--- config.mk ---
export PLATFORM = sky130hd
export DESIGN_NAME = wb_port_arbiter_flat
export DESIGN_NICKNAME = d
export VERILOG_FILES = /design/src/rtl/wb_pkg.sv /design/src/rtl/wb_port_arbiter_if.sv /design/src/rtl/wb_kill_fifo.sv /design/src/rtl/wb_port_arbiter.sv /design/src/flat_wrapper.sv
export SDC_FILE = /design/constraint.sdc
export NUM_CORES = 1
export LEC_CHECK = 0
export ABC_AREA = 1
export BUFFER_PORTS_ARGS = -buffer_cell sky130_fd_sc_hd__buf_2
export CAP_MARGIN = 20
export CORE_MARGIN = 4
export CORE_UTILIZATION = 35
export CTS_CLUSTER_DIAMETER = 150
export DETAILED_ROUTE_END_ITERATION = 16
export SYNTH_ARGS = -nofsm -noshare
export SYNTH_HDL_FRONTEND = slang
export SYNTH_HIERARCHICAL = 1
export SYNTH_SLANG_ARGS = --single-unit
export TNS_END_PERCENT = 20
--- constraint.sdc ---
create_clock -name clk -period 4.36 [get_ports clk]
set_input_delay 0.654 -clock clk [delete_from_list [all_inputs] [get_ports clk]]
set_output_delay 0.654 -clock clk [all_outputs]
set_load 0.01 [all_outputs]
--- src/rtl/wb_pkg.sv ---
// Shared widths, buffer entry type and back-bus pack/unpack helpers for the
// write-back port arbiter.
package wb_pkg;

  localparam int unsigned RW_W   = 5;
  localparam int unsigned DATA_W = 32;
  localparam int unsigned BACK_W = 38;

  typedef struct packed {
    logic              live;
    logic [RW_W-1:0]   rw;
    logic [DATA_W-1:0] data;
  } wb_entry_t;

  // Field order matches the bus layout {we, data, rw}.
  typedef struct packed {
    logic              we;
    logic [DATA_W-1:0] data;
    logic [RW_W-1:0]   rw;
  } wb_back_t;

  function automatic logic [BACK_W-1:0] pack_back(input logic              we,
                                                  input logic [DATA_W-1:0] data,
                                                  input logic [RW_W-1:0]   rw);
    return {we, data, rw};
  endfunction

  function automatic wb_back_t unpack_back(input logic [BACK_W-1:0] bus);
    return wb_back_t'(bus);
  endfunction

endpackage

--- src/rtl/wb_port_arbiter_if.sv ---
// Requester (e.g. multiply/divide unit) result handshake into the write-back
// port arbiter.
interface wb_port_arbiter_if;
  import wb_pkg::*;

  logic              md_valid;
  logic [RW_W-1:0]   md_rw;
  logic [DATA_W-1:0] md_data;
  logic              md_ready;

  modport master (output md_valid, output md_rw, output md_data, input md_ready);
  modport slave  (input md_valid, input md_rw, input md_data, output md_ready);

endinterface

--- src/rtl/wb_kill_fifo.sv ---
// Small FIFO of requester results with per-entry live bits, kill-by-register,
// register-match queries and head peek/pop.
module wb_kill_fifo
  import wb_pkg::*;
#(
  parameter int unsigned DEPTH = 2
) (
  input  logic              clk,
  input  logic              rst,
  input  logic              push_i,
  input  logic [RW_W-1:0]   push_rw_i,
  input  logic [DATA_W-1:0] push_data_i,
  input  logic              pop_i,
  input  logic              kill_i,
  input  logic [RW_W-1:0]   kill_rw_i,
  input  logic [RW_W-1:0]   q_rs_i,
  input  logic [RW_W-1:0]   q_rt_i,
  output logic              full_o,
  output logic              empty_o,
  output wb_entry_t         head_o,
  output logic              match_rs_o,
  output logic              match_rt_o
);

  localparam int unsigned AW = $clog2(DEPTH);

  logic [AW:0]            rd_q, rd_d, wr_q, wr_d;
  wb_entry_t [DEPTH-1:0]  mem_q, mem_d;

  assign empty_o = (rd_q == wr_q);
  assign full_o  = (rd_q[AW] != wr_q[AW]) && (rd_q[AW-1:0] == wr_q[AW-1:0]);
  assign head_o  = mem_q[rd_q[AW-1:0]];

  // Kills act on older entries first; the entry written this cycle survives.
  always_comb begin
    mem_d = mem_q;
    rd_d  = rd_q;
    wr_d  = wr_q;
    for (int i = 0; i < int'(DEPTH); i++) begin
      if ((kill_i && (mem_q[i].rw == kill_rw_i)) ||
          (push_i && (push_rw_i != '0) && (mem_q[i].rw == push_rw_i))) begin
        mem_d[i].live = 1'b0;
      end
    end
    if (pop_i) begin
      mem_d[rd_q[AW-1:0]].live = 1'b0;
      rd_d = rd_q + 1'b1;
    end
    if (push_i) begin
      mem_d[wr_q[AW-1:0]].live = (push_rw_i != '0);
      mem_d[wr_q[AW-1:0]].rw   = push_rw_i;
      mem_d[wr_q[AW-1:0]].data = push_data_i;
      wr_d = wr_q + 1'b1;
    end
  end

  // Slots outside the occupied window always have live cleared.
  always_comb begin
    match_rs_o = 1'b0;
    match_rt_o = 1'b0;
    for (int i = 0; i < int'(DEPTH); i++) begin
      if (mem_q[i].live && (mem_q[i].rw == q_rs_i)) match_rs_o = 1'b1;
      if (mem_q[i].live && (mem_q[i].rw == q_rt_i)) match_rt_o = 1'b1;
    end
    match_rs_o = match_rs_o && (q_rs_i != '0);
    match_rt_o = match_rt_o && (q_rt_i != '0);
  end

  always_ff @(posedge clk or negedge rst) begin
    if (!rst) begin
      rd_q  <= '0;
      wr_q  <= '0;
      mem_q <= '0;
    end else begin
      rd_q  <= rd_d;
      wr_q  <= wr_d;
      mem_q <= mem_d;
    end
  end

endmodule

--- src/rtl/wb_port_arbiter.sv ---
// Shares the register-file write port between the pipeline WB bus (always wins)
// and a buffered long-latency requester. WB_ARB_BYPASS_EN enables a same-cycle
// requester path when the buffer is empty and the port is free.
module wb_port_arbiter
  import wb_pkg::*;
#(
  parameter int unsigned DEPTH    = 2,
  parameter int unsigned MAX_WAIT = 4
) (
  input  logic                clk,
  input  logic                rst,
  input  logic [BACK_W-1:0]   i_WB_BACK,
  wb_port_arbiter_if.slave    md,
  input  logic [RW_W-1:0]     q_rs,
  input  logic [RW_W-1:0]     q_rt,
  output logic                o_pend_rs,
  output logic                o_pend_rt,
  output logic                o_wb_stall,
  output logic [BACK_W-1:0]   o_RF_BACK
);

  localparam int unsigned       CntW   = $clog2(MAX_WAIT + 1);
  localparam logic [CntW-1:0]   MaxCnt = CntW'(MAX_WAIT);

  wb_back_t   wb;
  wb_entry_t  head;
  logic       full, empty;
  logic       pipe_grant, head_live, buf_grant, byp, push, pop;
  logic [CntW-1:0] wait_cnt_q, wait_cnt_d;
  logic       stall_q, stall_d;

  assign wb         = unpack_back(i_WB_BACK);
  assign pipe_grant = wb.we && (wb.rw != '0);
  assign head_live  = !empty && head.live;
  assign buf_grant  = !pipe_grant && head_live;
  // A dead head leaves without touching the port, whoever owns it.
  assign pop        = !empty && (!head.live || buf_grant);

`ifdef WB_ARB_BYPASS_EN
  assign byp = empty && !pipe_grant && md.md_valid && (md.md_rw != '0);
`else
  assign byp = 1'b0;
`endif

  assign md.md_ready = !full;
  assign push        = md.md_valid && !full && !byp;
  assign o_wb_stall  = stall_q;

  wb_kill_fifo #(
    .DEPTH (DEPTH)
  ) u_fifo (
    .clk         (clk),
    .rst         (rst),
    .push_i      (push),
    .push_rw_i   (md.md_rw),
    .push_data_i (md.md_data),
    .pop_i       (pop),
    .kill_i      (pipe_grant),
    .kill_rw_i   (wb.rw),
    .q_rs_i      (q_rs),
    .q_rt_i      (q_rt),
    .full_o      (full),
    .empty_o     (empty),
    .head_o      (head),
    .match_rs_o  (o_pend_rs),
    .match_rt_o  (o_pend_rt)
  );

  always_comb begin
    wait_cnt_d = wait_cnt_q;
    if (pop || empty) begin
      wait_cnt_d = '0;
    end else if (head_live && pipe_grant && (wait_cnt_q != MaxCnt)) begin
      wait_cnt_d = wait_cnt_q + 1'b1;
    end
    stall_d = (wait_cnt_q == MaxCnt) && !pop;
  end

  always_ff @(posedge clk or negedge rst) begin
    if (!rst) begin
      wait_cnt_q <= '0;
      stall_q    <= 1'b0;
    end else begin
      wait_cnt_q <= wait_cnt_d;
      stall_q    <= stall_d;
    end
  end

  // In reset the register file is held too, so the WB bus passes straight through.
  always_comb begin
    o_RF_BACK = '0;
    if (!rst || pipe_grant) begin
      o_RF_BACK = pack_back(wb.we, wb.data, wb.rw);
    end else if (buf_grant) begin
      o_RF_BACK = pack_back(1'b1, head.data, head.rw);
    end else if (byp) begin
      o_RF_BACK = pack_back(1'b1, md.md_data, md.md_rw);
    end
  end

endmodule

--- src/flat_wrapper.sv ---
// flat-port wrapper written by rule: the top's interface ports become plain ports
module wb_port_arbiter_flat import wb_pkg::*;
#(
  parameter int unsigned DEPTH    = 2,
  parameter int unsigned MAX_WAIT = 4
)
  (clk, rst, i_WB_BACK, q_rs, q_rt, o_pend_rs, o_pend_rt, o_wb_stall, o_RF_BACK, md_md_valid, md_md_rw, md_md_data, md_md_ready);
  wb_port_arbiter_if md_i ();
  input  logic clk;
  input  logic rst;
  input  logic [BACK_W-1:0] i_WB_BACK;
  input  logic [RW_W-1:0] q_rs;
  input  logic [RW_W-1:0] q_rt;
  output logic o_pend_rs;
  output logic o_pend_rt;
  output logic o_wb_stall;
  output logic [BACK_W-1:0] o_RF_BACK;
  input wire logic [$bits(md_i.md_valid)-1:0] md_md_valid;
  input wire logic [$bits(md_i.md_rw)-1:0] md_md_rw;
  input wire logic [$bits(md_i.md_data)-1:0] md_md_data;
  output wire logic [$bits(md_i.md_ready)-1:0] md_md_ready;
  assign md_i.md_valid = md_md_valid;
  assign md_i.md_rw = md_md_rw;
  assign md_i.md_data = md_md_data;
  assign md_md_ready = md_i.md_ready;
  wb_port_arbiter #(.DEPTH(DEPTH), .MAX_WAIT(MAX_WAIT)) u_core (.clk(clk), .rst(rst), .i_WB_BACK(i_WB_BACK), .md(md_i), .q_rs(q_rs), .q_rt(q_rt), .o_pend_rs(o_pend_rs), .o_pend_rt(o_pend_rt), .o_wb_stall(o_wb_stall), .o_RF_BACK(o_RF_BACK));
endmodule
=== Word-level counts from Yosys, hierarchy flattened ===
Cells that the tools add are included.

* Register bits: 84
* Input port bits: 88
* Output and inout bits: 42
* Word-level logic and storage cells: 94

* Add/sub/neg operators: 3
* Magnitude comparators: 4
* Eq/ne operators: 13
* Multiplexer cells: 26
* Reductions and logical operators: 38

{| class="wikitable"
|+ Operators with widths
! operator !! number
|-
| $bwmux 76 || 4
|-
| $mux 38 || 6
|-
| $demux 38 s1 || 4
|-
| $mux 76 || 2
|-
| $eq 5x5->1 || 8
|-
| $mux 37 || 1
|-
| $mux 32 || 1
|-
| $logic_and 1x1->1 || 22
|-
| $reduce_bool 5->1 || 4
|-
| $logic_not 1->1 || 6
|-
| $mux 1 || 6
|-
| $mux 3 || 2
|-
| $logic_or 1x1->1 || 5
|-
| $add 2x1->2 const B || 2
|-
| $lt 1x2->1 const B || 2
|-
| $add 3x1->3 const B || 1
|-
| $eq 3x3->1 const B || 1
|-
| $ne 3x3->1 const B || 1
|-
| $eq 2x2->1 || 1
|-
| $ge 1x1->1 const B || 2
|-
| $reduce_bool 2->1 || 1
|-
| $eq 1x1->1 || 1
|-
| $ne 1x1->1 || 1
|}

=== Depth between registers and ports, before layout ===
Gate-level depths: netlist (run 1).

* Depth after elaboration: 14
* Depth in mapped cells: 12
* Mapped depth without buffers: 11

=== Cells and area by module ===
Netlist (run 1), hierarchy kept.

{| class="wikitable"
|+ By module, submodules not included
! module !! instances !! cells an instance !! area an instance (um^2) !! seq. area each (um^2)
|-
| wb_kill_fifo || 1 || 574 || 4315.4 || 2001.9
|-
| wb_port_arbiter || 1 || 167 || 880.8 || 100.1
|}

=== Worst setup path before layout (run 1) ===
No wires, ideal clock.

* Path type: flip-flop to output port
* From: register u_core.u_fifo.rd_q[0]
* To: output o_RF_BACK[18]
* Arrival: 1.582 ns
* Required time: 3.706 ns
* Path slack: 2.124 ns
* Stages on the path, launching flop included: 11
* Buffers on the path: 4
* Cells stage by stage: dfrtp_1 -> buf_2 -> buf_2 -> nand2_1 -> o21ai_0 -> inv_1 -> nor2_1 -> buf_4 -> buf_2 -> nand4_1 -> nand2_1

{| class="wikitable"
|+ RTL lines
! what !! RTL line !! RTL
|-
| from (decl) || wb_kill_fifo.sv:27 || <nowiki>logic [AW:0] rd_q, rd_d, wr_q, wr_d;</nowiki>
|-
| from (signal assigned) || wb_kill_fifo.sv:75 || <nowiki>rd_q <= rd_d;</nowiki>
|-
| to (decl) || flat_wrapper.sv:17 || <nowiki>output logic [BACK_W-1:0] o_RF_BACK;</nowiki>
|}

=== Worst setup path after layout (run 1) ===
* From: register u_core.u_fifo.rd_q[0]
* To: output o_RF_BACK[7]

* Longest elaborated chain between the ends: 6

{| class="wikitable"
|+ Ends and longest elaborated chain
! what !! RTL line !! RTL
|-
| $eq 2x2->1 || wb_kill_fifo.sv:30 || <nowiki>assign empty_o = (rd_q == wr_q);</nowiki>
|-
| named net u_core.empty || wb_port_arbiter.sv:27 || <nowiki>logic full, empty;</nowiki>
|-
| $logic_not 1->1 || wb_port_arbiter.sv:34 || <nowiki>assign head_live = !empty && head.live;</nowiki>
|-
| $logic_and 1x1->1 || wb_port_arbiter.sv:34 ||
|-
| $logic_and 1x1->1 || wb_port_arbiter.sv:35 || <nowiki>assign buf_grant = !pipe_grant && head_live;</nowiki>
|-
| $mux 38 || wb_port_arbiter.sv:94 || <nowiki>end else if (buf_grant) begin</nowiki>
|-
| $mux 38 || wb_port_arbiter.sv:92 || <nowiki>if (!rst || pipe_grant) begin</nowiki>
|}

The timed path passes the listed nets, and every way through them passes these cells. The select of a mux whose other input is x is not followed.

==> impl_metrics.sql, run 1 <==
INSERT INTO impl_metrics (metric_group, metric, value, unit) VALUES
('status', 'result_of_the_run', 'complete, no violations', ''),
('finish', 'nNetsFinal', '938', ''),
('clocking', 'cts_resized', '0', ''),
('floorplan', 'initial_utilization', '35.8', '%'),
('placement', 'port_buffers', '129', ''),
('synthesis', 'synth.net_count', '831', ''),
('clocking', 'cts_htree_levels', '3', ''),
('routing', 'router_iterations_before_antenna_repair', '6', ''),
('synthesis', 'syn-cell-area', '5200', 'um2'),
('grt', 'grt_start_max_net_pins', '66', ''),
('floorplan', 'total_i_o_pin_count', '130', ''),
('synthesis', 'synth-seq-area-share', '40.5', '%'),
('synthesis', 'avgSynthCellArea', '7.01', 'um2'),
('floorplan', 'row_count', '44', ''),
('placement', 'postPlaceCellArea', '5850', 'um2'),
('critical_path', 'class_of_the_most_critical_setup_path', 'reg -> out', ''),
('critical_path', 'cp_top_family', 'simple AND/OR/NAND/NOR gates', ''),
('floorplan', 'fp.dieArea', '16900', 'um2'),
('clocking', 'post-cts-setup-buffer-count', '0', ''),
('synthesis', 'yosys_most_used_dff', 'sky130_fd_sc_hd__dfrtp_1', ''),
('worst_hold_path', 'hold_path.class', 'reg -> reg', ''),
('synthesis', 'synthArstFlopShare', '100', '%'),
('critical_path', 'crit_path_max_incr_delay', '0.46', 'ns'),
('synthesis', 'ys_seq_elements', '84', ''),
('worst_hold_path', 'hold_path_startpoint', 'u_core/u_fifo/mem_q[10]$_DFFE_PN0P_', ''),
('finish', 'drive_gt1_share', '22.1', '%'),
('pwr', 'power.static_leakage', '3.42', 'nW'),
('sta', 'tightest_slew', '0.769', 'ns'),
('clocking', 'clockRootBuffer', 'sky130_fd_sc_hd__clkbuf_16', ''),
('critical_path', 'rr_startpoint', 'u_core/u_fifo/wr_q[0]$_DFFE_PN0P_', ''),
('routing', 'detail_route.iter0.violations', '263', ''),
('clocking', 'post_cts_hold_buffer_count', '0', ''),
('placement', 'gp_congestion', '0.867', ''),
('finish', 'insertedDiodeCount', '0', ''),
('grt', 'grt_pass1_wl', '22.9', 'mm'),
('routing', 'drc_errors', '0', ''),
('grt', 'groute.usage.overall', '17.2', '%'),
('clocking', 'numCtsBuffers', '9', ''),
('clocking', 'path_clk_slew', '0.05', 'ns'),
('critical_path', 'cell_by_cell_listing_of_the_critical_path', 'xor2_1, nor2_1, nor2_2, buf_4, nand4_1, nand2_1, buf_2', ''),
('critical_path', 'worst-path-max-fanout', '30', ''),
('finish', 'area_taken_by_multi_input_logic_gates', '2500', 'um2'),
('critical_path', 'startpoint', 'u_core/u_fifo/rd_q[0]$_DFFE_PN0P_', ''),
('pwr', 'worst_ir_drop_vdd', '236', 'uV'),
('finish', 'final_area', '6090', 'um2'),
('finish', 'post_layout_nonfiller_instances', '1034', ''),
('sta', 'fmaxAchievable', '0.330', 'GHz'),
('pwr', 'total_power', '3.92', 'mW'),
('floorplan', 'core_area', '14500', 'um2'),
('grt', 'grt_overflow', '0', ''),
('routing', 'detail_route.wirelength', '14.0', 'mm'),
('routing', 'routed-via-count', '4865', ''),
('sta', 'timing.setup.tns', '0', 'ns'),
('finish', 'area.sequential', '2100', 'um2'),
('synthesis', 'number_of_synthesized_flops_with_an_enable_pin', '0', ''),
('clocking', 'cts-root-to-sink-buffers', '2', ''),
('critical_path', 'critical_path.startpoint_type', 'flop', ''),
('sta', 'final_hold_viol_count', '0', ''),
('sta', 'setup_viol', '0', ''),
('finish', 'fillCellCount', '1598', ''),
('routing', 'routed_wire_length_per_instance', '13.6', 'um'),
('synthesis', 'number_of_distinct_standard_cells_referenced_by_the_synthesized_netlist', '28', ''),
('critical_path', 'critical_path_endpoint_category', 'output port', ''),
('placement', 'dp_hpwl', '9.86', 'mm'),
('sta', 'slew_viol_final', '0', ''),
('sta', 'final.min_clock_period', '3.03', 'ns'),
('synthesis', 'netlist_instances', '741', ''),
('placement', 'dp.cells', '1021', ''),
('critical_path', 'critical_path_required', '3.71', 'ns'),
('critical_path', 'cpMaxStageDelayCell', 'sky130_fd_sc_hd__dfrtp_1', ''),
('routing', 'antenna_violating_nets_post_route', '0', '');
==> final cells by class <==
cell class / count / share of cell area [%]
repair buffers: 139 / 11.9
flip-flops and latches: 84 / 34.5
well taps: 184 / 3.78
clock buffers: 13 / 3.94
multi-input cells: 536 / 41.1
inverters: 78 / 4.81
==> final timing paths <==
kind | to | slack, ns | cells past startpoint
hold / removal | u_core/u_fifo/mem_q[10]$_DFFE_PN0P_ | 0.48 | 2
max in group asynchronous | u_core/u_fifo/mem_q[32]$_DFFE_PN0P_ | 3.29 | 2
setup reg to reg | u_core/u_fifo/mem_q[75]$_DFF_PN0_ | 1.94 | 9
setup / recovery | o_RF_BACK[7] | 1.33 | 7
hold reg to reg | u_core/u_fifo/mem_q[10]$_DFFE_PN0P_ | 0.48 | 2
min in group asynchronous | u_core/u_fifo/mem_q[20]$_DFFE_PN0P_ | 0.51 | 2
==> synthesized netlist by cell type, types with 6 or more instances <==
| cell type | number | share of area [%] |
|---|---|---|
| sky130_fd_sc_hd__nand2_1 | 321 | 23 |
| sky130_fd_sc_hd__dfrtp_1 | 84 | 40 |
| sky130_fd_sc_hd__inv_1 | 74 | 5.3 |
| sky130_fd_sc_hd__nor2_1 | 40 | 2.9 |
| sky130_fd_sc_hd__nand4_1 | 39 | 4.7 |
| sky130_fd_sc_hd__o21ai_2 | 33 | 5.6 |
| sky130_fd_sc_hd__o21ai_1 | 30 | 2.9 |
| sky130_fd_sc_hd__o21ai_0 | 26 | 2.5 |
| sky130_fd_sc_hd__buf_6 | 15 | 3.3 |
| sky130_fd_sc_hd__buf_2 | 12 | 1.2 |
| sky130_fd_sc_hd__nand3_1 | 11 | 1.1 |
| sky130_fd_sc_hd__xor2_1 | 11 | 1.9 |
| sky130_fd_sc_hd__clkbuf_1 | 9 | 0.65 |
| sky130_fd_sc_hd__a21oi_1 | 7 | 0.67 |
| sky130_fd_sc_hd__xnor2_1 | 6 | 1.0 |
==> power by group <==
part	internal (mW)	total, mW	switching, mW
registers	1.15	1.43	0.282
logic	0.642	1.83	1.19
clock network	0.377	0.656	0.279
total	2.17	3.92	1.75
==> routing by layer <==
metal	up-vias	global-route usage, %	part of all wire (%)
li1	2535	-	-
met1	2176	24.2	48
met2	132	26.5	45
met3	20	3.03	5.6
met4	2	6.36	1.8
met5	-	0	0.078
==> cell families (layout without fill, tap and decap cells) <==
family / Yosys count / in the layout / share of synthesized area (%)
AO/OA/AOI/OAI: 100 / 100 / 12.2
XOR/XNOR: 17 / 17 / 2.87
adder cells (fa/ha/maj): 2 / 2 / 0.482
buffers and inverters: 121 / 230 / 11.4
flip-flops: 84 / 84 / 40.5
AND/OR/NAND/NOR: 417 / 417 / 32.6
==> tightest hold or removal path: stages (launching register included) <==
cell and delay [ns]:
sky130_fd_sc_hd__dfrtp_1 0.34, sky130_fd_sc_hd__nand2_1 0.06, sky130_fd_sc_hd__o21ai_2 0.05
==> per-stage QoR <==
step	setup WS [ns]	hold slack, ns
after floorplan	2.12	0.358
after global placement	1.49	0.465
after detailed placement	1.45	0.469
after CTS	1.30	0.483
after global routing	1.06	0.495
final	1.33	0.479
==> cell usage in the layout (no fill, tap or decap) <==
cell and n:
sky130_fd_sc_hd__nand2_1 321, sky130_fd_sc_hd__buf_2 128, sky130_fd_sc_hd__dfrtp_1 84, sky130_fd_sc_hd__inv_1 74, sky130_fd_sc_hd__nor2_1 39, sky130_fd_sc_hd__nand4_1 39
sky130_fd_sc_hd__o21ai_2 33, sky130_fd_sc_hd__o21ai_1 30, sky130_fd_sc_hd__o21ai_0 26, sky130_fd_sc_hd__buf_4 11, sky130_fd_sc_hd__nand3_1 11, sky130_fd_sc_hd__xor2_1 11
sky130_fd_sc_hd__clkbuf_16 9, sky130_fd_sc_hd__a21oi_1 7, sky130_fd_sc_hd__xnor2_1 6, sky130_fd_sc_hd__clkbuf_1 4, sky130_fd_sc_hd__inv_2 3, sky130_fd_sc_hd__nor3_1 3
sky130_fd_sc_hd__ha_1 2, sky130_fd_sc_hd__o22ai_1 2, sky130_fd_sc_hd__nor2_2 1, sky130_fd_sc_hd__nor2_4 1, sky130_fd_sc_hd__a211oi_1 1, sky130_fd_sc_hd__nor4_1 1
sky130_fd_sc_hd__nand2_2 1, sky130_fd_sc_hd__clkinv_1 1, sky130_fd_sc_hd__a21oi_2 1
==> state kept, by name, summed over array words and instances (netlist names) <==
name	flops
u_core/u_fifo/mem_q	76
u_core/wait_cnt_q	3
u_core/u_fifo/rd_q	2
u_core/u_fifo/wr_q	2
u_core/o_wb_stall	1
No activity file was read; power rests on OpenSTA's default activity.
==> inputs of run 2 (changes only) <==
- clock period: 4.36 -> 2.4 ns (I/O delays scaled with it)
==> impl_metrics.sql, run 2 (same netlist as run 1, synthesis figures left out) <==
INSERT INTO impl_metrics (metric_group, metric, value, unit) VALUES
('critical_path', 'critical_path.startpoint_type', 'flop', ''),
('finish', 'fillCellCount', '1582', ''),
('finish', 'layout.cells.most_common_list', 'sky130_fd_sc_hd__nand2_1, sky130_fd_sc_hd__buf_2, sky130_fd_sc_hd__dfrtp_1', ''),
('sta', 'final_min_period_over_clock_period', '93.7', '%'),
('critical_path', 'crit_path_end', 'o_RF_BACK[8]', ''),
('routing', 'detail_route.iter0.violations', '270', ''),
('critical_path', 'reg2reg_depth', '9', ''),
('sta', 'grt_setup_unrepaired', 'no', ''),
('grt', 'grt_pass1_vias', '4606', ''),
('clocking', 'cts_tree', 'yes', ''),
('placement', 'port_buffers', '129', ''),
('critical_path', 'rr_startpoint', 'u_core/u_fifo/wr_q[0]$_DFFE_PN0P_', ''),
('grt', 'grt_overflow', '0', ''),
('routing', 'antenna_violating_nets_post_route', '0', ''),
('finish', 'drive_gt1_share', '23.6', '%'),
('routing', 'routed-via-count', '4905', ''),
('floorplan', 'die_span_x', '130', 'um'),
('worst_hold_path', 'hold_path.class', 'in -> async', ''),
('floorplan', 'initial_utilization', '35.8', '%'),
('critical_path', 'critical_path_required', '2.04', 'ns'),
('floorplan', 'row_count', '44', ''),
('clocking', 'numCtsBuffers', '9', ''),
('clocking', 'clockRootBuffer', 'sky130_fd_sc_hd__clkbuf_16', ''),
('finish', 'nNetsFinal', '945', ''),
('clocking', 'cts_htree_levels', '3', ''),
('sta', 'tightest_slew', '0.629', 'ns'),
('clocking', 'tritoncts_num_sinks', '84', ''),
('floorplan', 'dieHeight', '130', 'um'),
('routing', 'router_iterations_before_antenna_repair', '5', ''),
('sta', 'finalWorstSetupSlack', '0.152', 'ns'),
('critical_path', 'worst-path-max-fanout', '35', ''),
('grt', 'groute.usage.overall', '17.1', '%'),
('sta', 'timing.setup.tns', '0', 'ns'),
('finish', 'max_flop_register', 'u_core/u_fifo/mem_q', ''),
('floorplan', 'fp.dieArea', '16900', 'um2'),
('sta', 'setup_viol', '0', ''),
('clocking', 'path_clk_slew', '0.06', 'ns'),
('clocking', 'post-cts-setup-buffer-count', '0', ''),
('finish', 'final_common_cell', 'sky130_fd_sc_hd__nand2_1', ''),
('critical_path', 'arrival_time_at_the_worst_endpoint', '1.89', 'ns'),
('clocking', 'cts-root-to-sink-buffers', '2', ''),
('routing', 'detail_route.wirelength', '14.3', 'mm'),
('run', 'timing.max_cap.violations', '0', ''),
('routing', 'drt-vias-per-instance', '4.70', ''),
('finish', 'area_taken_by_multi_input_logic_gates', '2510', 'um2'),
('pwr', 'power.static_leakage', '3.52', 'nW'),
('sta', 'final.min_clock_period', '2.25', 'ns'),
('finish', 'area.growth.synth_to_final', '21.0', '%'),
('status', 'result_of_the_run', 'complete, no violations', ''),
('critical_path', 'critical_path_endpoint_category', 'output port', ''),
('grt', 'grt_start_max_net_pins', '58', ''),
('critical_path', 'class_of_the_most_critical_setup_path', 'reg -> out', ''),
('pwr', 'power_density', '1210', 'nW/um2'),
('floorplan', 'core_area', '14500', 'um2'),
('routing', 'routed_wire_length_per_instance', '13.7', 'um'),
('grt', 'initial_antenna_violation_count', '0', ''),
('sta', 'final_hold_viol_count', '0', ''),
('critical_path', 'startpoint', 'u_core/u_fifo/wr_q[0]$_DFFE_PN0P_', ''),
('placement', 'worst_slack_at_placement', '0.399', 'ns'),
('sta', 'maxSlewHeadroom', '58.1', '%'),
('sta', 'fin_worst_skew', '0.00741', 'ns'),
('finish', 'top_regs', 'u_core/u_fifo/mem_q x76, u_core/wait_cnt_q x3', ''),
('clocking', 'post_cts_hold_buffer_count', '0', ''),
('finish', 'area.sequential', '2100', 'um2'),
('sta', 'slew_viol_final', '0', ''),
('clocking', 'insertion_delay', '0.34', 'ns'),
('grt', 'grt_pass1_wl', '23.0', 'mm'),
('finish', 'largest_register_ff_count', '76', ''),
('floorplan', 'total_i_o_pin_count', '130', ''),
('clocking', 'cts_resized', '0', ''),
('critical_path', 'regToRegSetupSlack', '0.47', 'ns'),
('critical_path', 'reg2reg_to', 'u_core/u_fifo/mem_q[10]$_DFFE_PN0P_', ''),
('pwr', 'worst_ir_drop_vdd', '462', 'uV'),
('placement', 'gp_congestion', '0.871', ''),
('finish', 'insertedDiodeCount', '0', ''),
('routing', 'drc_errors', '0', ''),
('sta', 'fmaxAchievable', '0.445', 'GHz'),
('placement', 'dp_hpwl', '10.2', 'mm');
run 2: changes by cell type in the layout (fill, tap and decap cells not counted), moves of 2 or more:
| cell | delta |
|---|---|
| sky130_fd_sc_hd__buf_12 | +4 |
| sky130_fd_sc_hd__buf_4 | +2 |
| sky130_fd_sc_hd__bufinv_16 | +2 |
| sky130_fd_sc_hd__clkbuf_1 | -4 |
| sky130_fd_sc_hd__clkinv_2 | +2 |
| sky130_fd_sc_hd__clkinv_4 | +2 |
run 2: how the worst min path moves through the flow:
stage	startpoint	end
3_3_place_gp	rst	u_core/u_fifo/mem_q[30]$_DFFE_PN0P_
2_1_floorplan	rst	u_core/o_wb_stall$_DFF_PN0_
6_report	rst	u_core/u_fifo/mem_q[52]$_DFFE_PN0P_
3_5_place_dp	rst	u_core/u_fifo/wr_q[0]$_DFFE_PN0P_
5_1_grt	rst	u_core/u_fifo/mem_q[15]$_DFFE_PN0P_
4_1_cts	rst	u_core/u_fifo/mem_q[52]$_DFFE_PN0P_
run 2: per-stage QoR:
stage               area (um2)  hold slack (ns)  total power [mW]  utilization [%]  cells
global route              6290           0.0709              8.29             43.3   1044
finish                    6290           0.0448              7.60             43.3   1044
detailed placement        5950            0.427              6.11             41.0   1028
CTS                       6280           0.0603              7.65             43.2   1044
global placement          5950            0.431              6.05             41.0   1028
floorplan                 5200           0.0644              5.20                -    741
run 2: final cells by class:
cell class                 instances  area share, %
clock buffer                      10           3.80
timing repair buffer             146           13.2
inverter                          78           4.65
sequential                        84           33.4
multi-input combinational        536           39.9
clock inverter                     6           1.39
tap                              184           3.66
run 2: worst max-delay path, stage by stage, from the launching register on:
cell and delay [ns]:
sky130_fd_sc_hd__dfrtp_1 0.44, sky130_fd_sc_hd__xor2_1 0.22, sky130_fd_sc_hd__nor2_1 0.11, sky130_fd_sc_hd__nor2_4 0.19
sky130_fd_sc_hd__buf_12 0.23, sky130_fd_sc_hd__nand4_1 0.13, sky130_fd_sc_hd__nand2_1 0.09, sky130_fd_sc_hd__buf_2 0.13
run 2: routing by layer:
layer | GRT usage, % | routed length [um] | vias up
li1 | - | - | 2561
met1 | 23.8 | 6840 | 2207
met2 | 27.1 | 6530 | 121
met3 | 2.70 | 701 | 16
met4 | 6.23 | 226 | 0
met5 | 0 | 0 | -
run 2: power by group:
part / total, mW / switching [mW] / internal (mW)
logic: 3.49 / 2.20 / 1.29
clock network: 1.51 / 0.575 / 0.940
registers: 2.60 / 0.509 / 2.09
total: 7.60 / 3.29 / 4.31
==> inputs of run 3 (changes only) <==
- CORE_MARGIN: 4 -> not set
==> impl_metrics.sql, run 3 (same netlist as run 1, synthesis figures left out) <==
INSERT INTO impl_metrics (metric_group, metric, value, unit) VALUES
('status', 'result_of_the_run', 'complete, no violations', ''),
('clocking', 'insertion_delay', '0.33', 'ns'),
('routing', 'routed-via-count', '4968', ''),
('floorplan', 'fp.dieArea', '15300', 'um2'),
('floorplan', 'dieHeight', '124', 'um'),
('floorplan', 'initial_utilization', '35.8', '%'),
('finish', 'drive_gt1_share', '23.7', '%'),
('pwr', 'power_density', '1200', 'nW/um2'),
('finish', 'final_common_cell', 'sky130_fd_sc_hd__nand2_1', ''),
('pwr', 'worst_ir_drop_vdd', '617', 'uV'),
('routing', 'antenna_violating_nets_post_route', '0', ''),
('finish', 'final_area', '6280', 'um2'),
('finish', 'area_taken_by_multi_input_logic_gates', '2510', 'um2'),
('clocking', 'tritoncts_num_sinks', '84', ''),
('grt', 'grt_pass1_vias', '4535', ''),
('critical_path', 'critical_path_required', '2.04', 'ns'),
('routing', 'drc_errors', '0', ''),
('finish', 'finalCoreUtilization', '43.2', '%'),
('grt', 'groute.usage.overall', '19.1', '%'),
('routing', 'router_iterations_before_antenna_repair', '4', ''),
('clocking', 'cts_resized', '0', ''),
('floorplan', 'die_span_x', '124', 'um'),
('sta', 'timing.setup.tns', '0', 'ns'),
('routing', 'detail_route.iter0.violations', '283', ''),
('pwr', 'power.static_leakage', '3.51', 'nW'),
('sta', 'setup_viol', '0', ''),
('clocking', 'cts_tree', 'yes', ''),
('sta', 'slew_viol_final', '0', ''),
('clocking', 'cts_htree_levels', '3', ''),
('finish', 'area.growth.synth_to_final', '20.8', '%'),
('sta', 'final_hold_viol_count', '0', ''),
('floorplan', 'core_area', '14500', 'um2'),
('grt', 'grt_start_max_net_pins', '54', ''),
('critical_path', 'class_of_the_most_critical_setup_path', 'reg -> out', ''),
('routing', 'routed_wire_length_per_instance', '13.2', 'um'),
('clocking', 'path_clk_slew', '0.06', 'ns'),
('finish', 'area.sequential', '2100', 'um2'),
('critical_path', 'worst-path-max-fanout', '30', ''),
('clocking', 'post_cts_hold_buffer_count', '0', ''),
('grt', 'grt_pass1_wl', '22.5', 'mm'),
('run', 'timing.max_cap.violations', '0', ''),
('grt', 'grt_overflow', '0', ''),
('worst_hold_path', 'hold_path.class', 'in -> async', ''),
('sta', 'maxSlewHeadroom', '66.7', '%'),
('placement', 'gp_congestion', '0.906', ''),
('routing', 'drt-vias-per-instance', '4.74', ''),
('sta', 'fmaxAchievable', '0.447', 'GHz'),
('critical_path', 'critical_path_endpoint_category', 'output port', ''),
('routing', 'detail_route.wirelength', '13.8', 'mm'),
('placement', 'postPlaceCellArea', '5960', 'um2'),
('finish', 'fillCellCount', '1637', ''),
('critical_path', 'arrival_time_at_the_worst_endpoint', '1.88', 'ns'),
('finish', 'largest_register_ff_count', '76', ''),
('finish', 'nNetsFinal', '947', ''),
('floorplan', 'row_count', '44', ''),
('sta', 'fin_worst_skew', '0.00690', 'ns'),
('finish', 'layout.cells.most_common_list', 'sky130_fd_sc_hd__nand2_1, sky130_fd_sc_hd__buf_2, sky130_fd_sc_hd__dfrtp_1', ''),
('finish', 'top_regs', 'u_core/u_fifo/mem_q x76, u_core/wait_cnt_q x3', ''),
('clocking', 'cts-root-to-sink-buffers', '2', ''),
('critical_path', 'critical_path.startpoint_type', 'flop', ''),
('sta', 'final_min_period_over_clock_period', '93.3', '%'),
('clocking', 'numCtsBuffers', '9', ''),
('grt', 'initial_antenna_violation_count', '1', ''),
('clocking', 'post-cts-setup-buffer-count', '0', ''),
('sta', 'grt_setup_unrepaired', 'no', ''),
('sta', 'tightest_slew', '0.499', 'ns'),
('clocking', 'clockRootBuffer', 'sky130_fd_sc_hd__clkbuf_16', ''),
('placement', 'port_buffers', '129', ''),
('sta', 'final.min_clock_period', '2.24', 'ns'),
('finish', 'max_flop_register', 'u_core/u_fifo/mem_q', ''),
('placement', 'dp_hpwl', '10.0', 'mm'),
('floorplan', 'total_i_o_pin_count', '130', '');
==> run 3: changes by cell type in the layout (fill, tap and decap cells not counted), sizes merged <==
cell      change
clkbuf        +1
bufinv        -1
buf           +2
inv           +1
clkinvlp      +2
diode         +1
clkinv        -3
==> run 3: final cells by class <==
| type | instances | area share, % |
|---|---|---|
| multi-input combinational | 536 | 39.9 |
| sequential | 84 | 33.5 |
| timing repair buffer | 148 | 13.3 |
| inverter | 78 | 4.66 |
| clock buffer | 11 | 4.03 |
| tap | 184 | 3.67 |
| clock inverter | 5 | 0.937 |
| antenna | 1 | 0.0399 |
==> run 3: worst paths after layout <==
path                            depth (start not counted)  slack, ns                                   to                          startpoint
worst min register to register                          2       0.48   u_core/u_fifo/mem_q[2]$_DFFE_PN0P_  u_core/u_fifo/mem_q[2]$_DFFE_PN0P_
worst min-delay path                                    2       0.06  u_core/u_fifo/mem_q[51]$_DFFE_PN0P_                                 rst
worst max register to register                          9       0.47    u_core/u_fifo/mem_q[75]$_DFF_PN0_   u_core/u_fifo/rd_q[0]$_DFFE_PN0P_
max in group asynchronous                               2       2.01  u_core/u_fifo/mem_q[26]$_DFFE_PN0P_                                 rst
min in group clk                                        3       0.28  u_core/u_fifo/mem_q[24]$_DFFE_PN0P_                      md_md_data[24]
worst max-delay path                                    7       0.16                        o_RF_BACK[21]   u_core/u_fifo/rd_q[0]$_DFFE_PN0P_
==> run 3: stage by stage <==
stage	std cells	hold slack [ns]	power [mW]	setup slack, ns
final	1047	0.0609	7.50	0.161
after global routing	1046	0.0678	8.18	0.0212
after CTS	1046	0.0600	7.59	0.134
after detailed placement	1030	0.424	6.12	0.458
after global placement	1030	0.427	6.08	0.495
after floorplan	741	0.0644	5.20	0.458
==> run 3: layer usage <==
metal  wire length [um]  vias to the layer above  part of all wire (%)  GRT usage (%)
met5                  0                        -                     0              0
met4                298                        0                   2.2           7.15
met3                750                       21                   5.4           3.62
met2               6030                      144                    44           29.0
met1               6700                     2245                    49           26.7
li1                   -                     2558                     -              -
==> run 3: report_power, final <==
| part | total, mW | internal, mW | switching (mW) |
|---|---|---|---|
| logic | 3.49 | 1.29 | 2.20 |
| registers | 2.59 | 2.08 | 0.511 |
| clock network | 1.42 | 0.864 | 0.553 |
==> run 3: worst max-delay path: stages (launching register included) <==
cell and delay (ns):
sky130_fd_sc_hd__dfrtp_1 0.46, sky130_fd_sc_hd__o21ai_0 0.28, sky130_fd_sc_hd__inv_1 0.11, sky130_fd_sc_hd__nor2_4 0.13
sky130_fd_sc_hd__buf_12 0.18, sky130_fd_sc_hd__nand4_1 0.15, sky130_fd_sc_hd__nand2_1 0.09, sky130_fd_sc_hd__buf_2 0.12
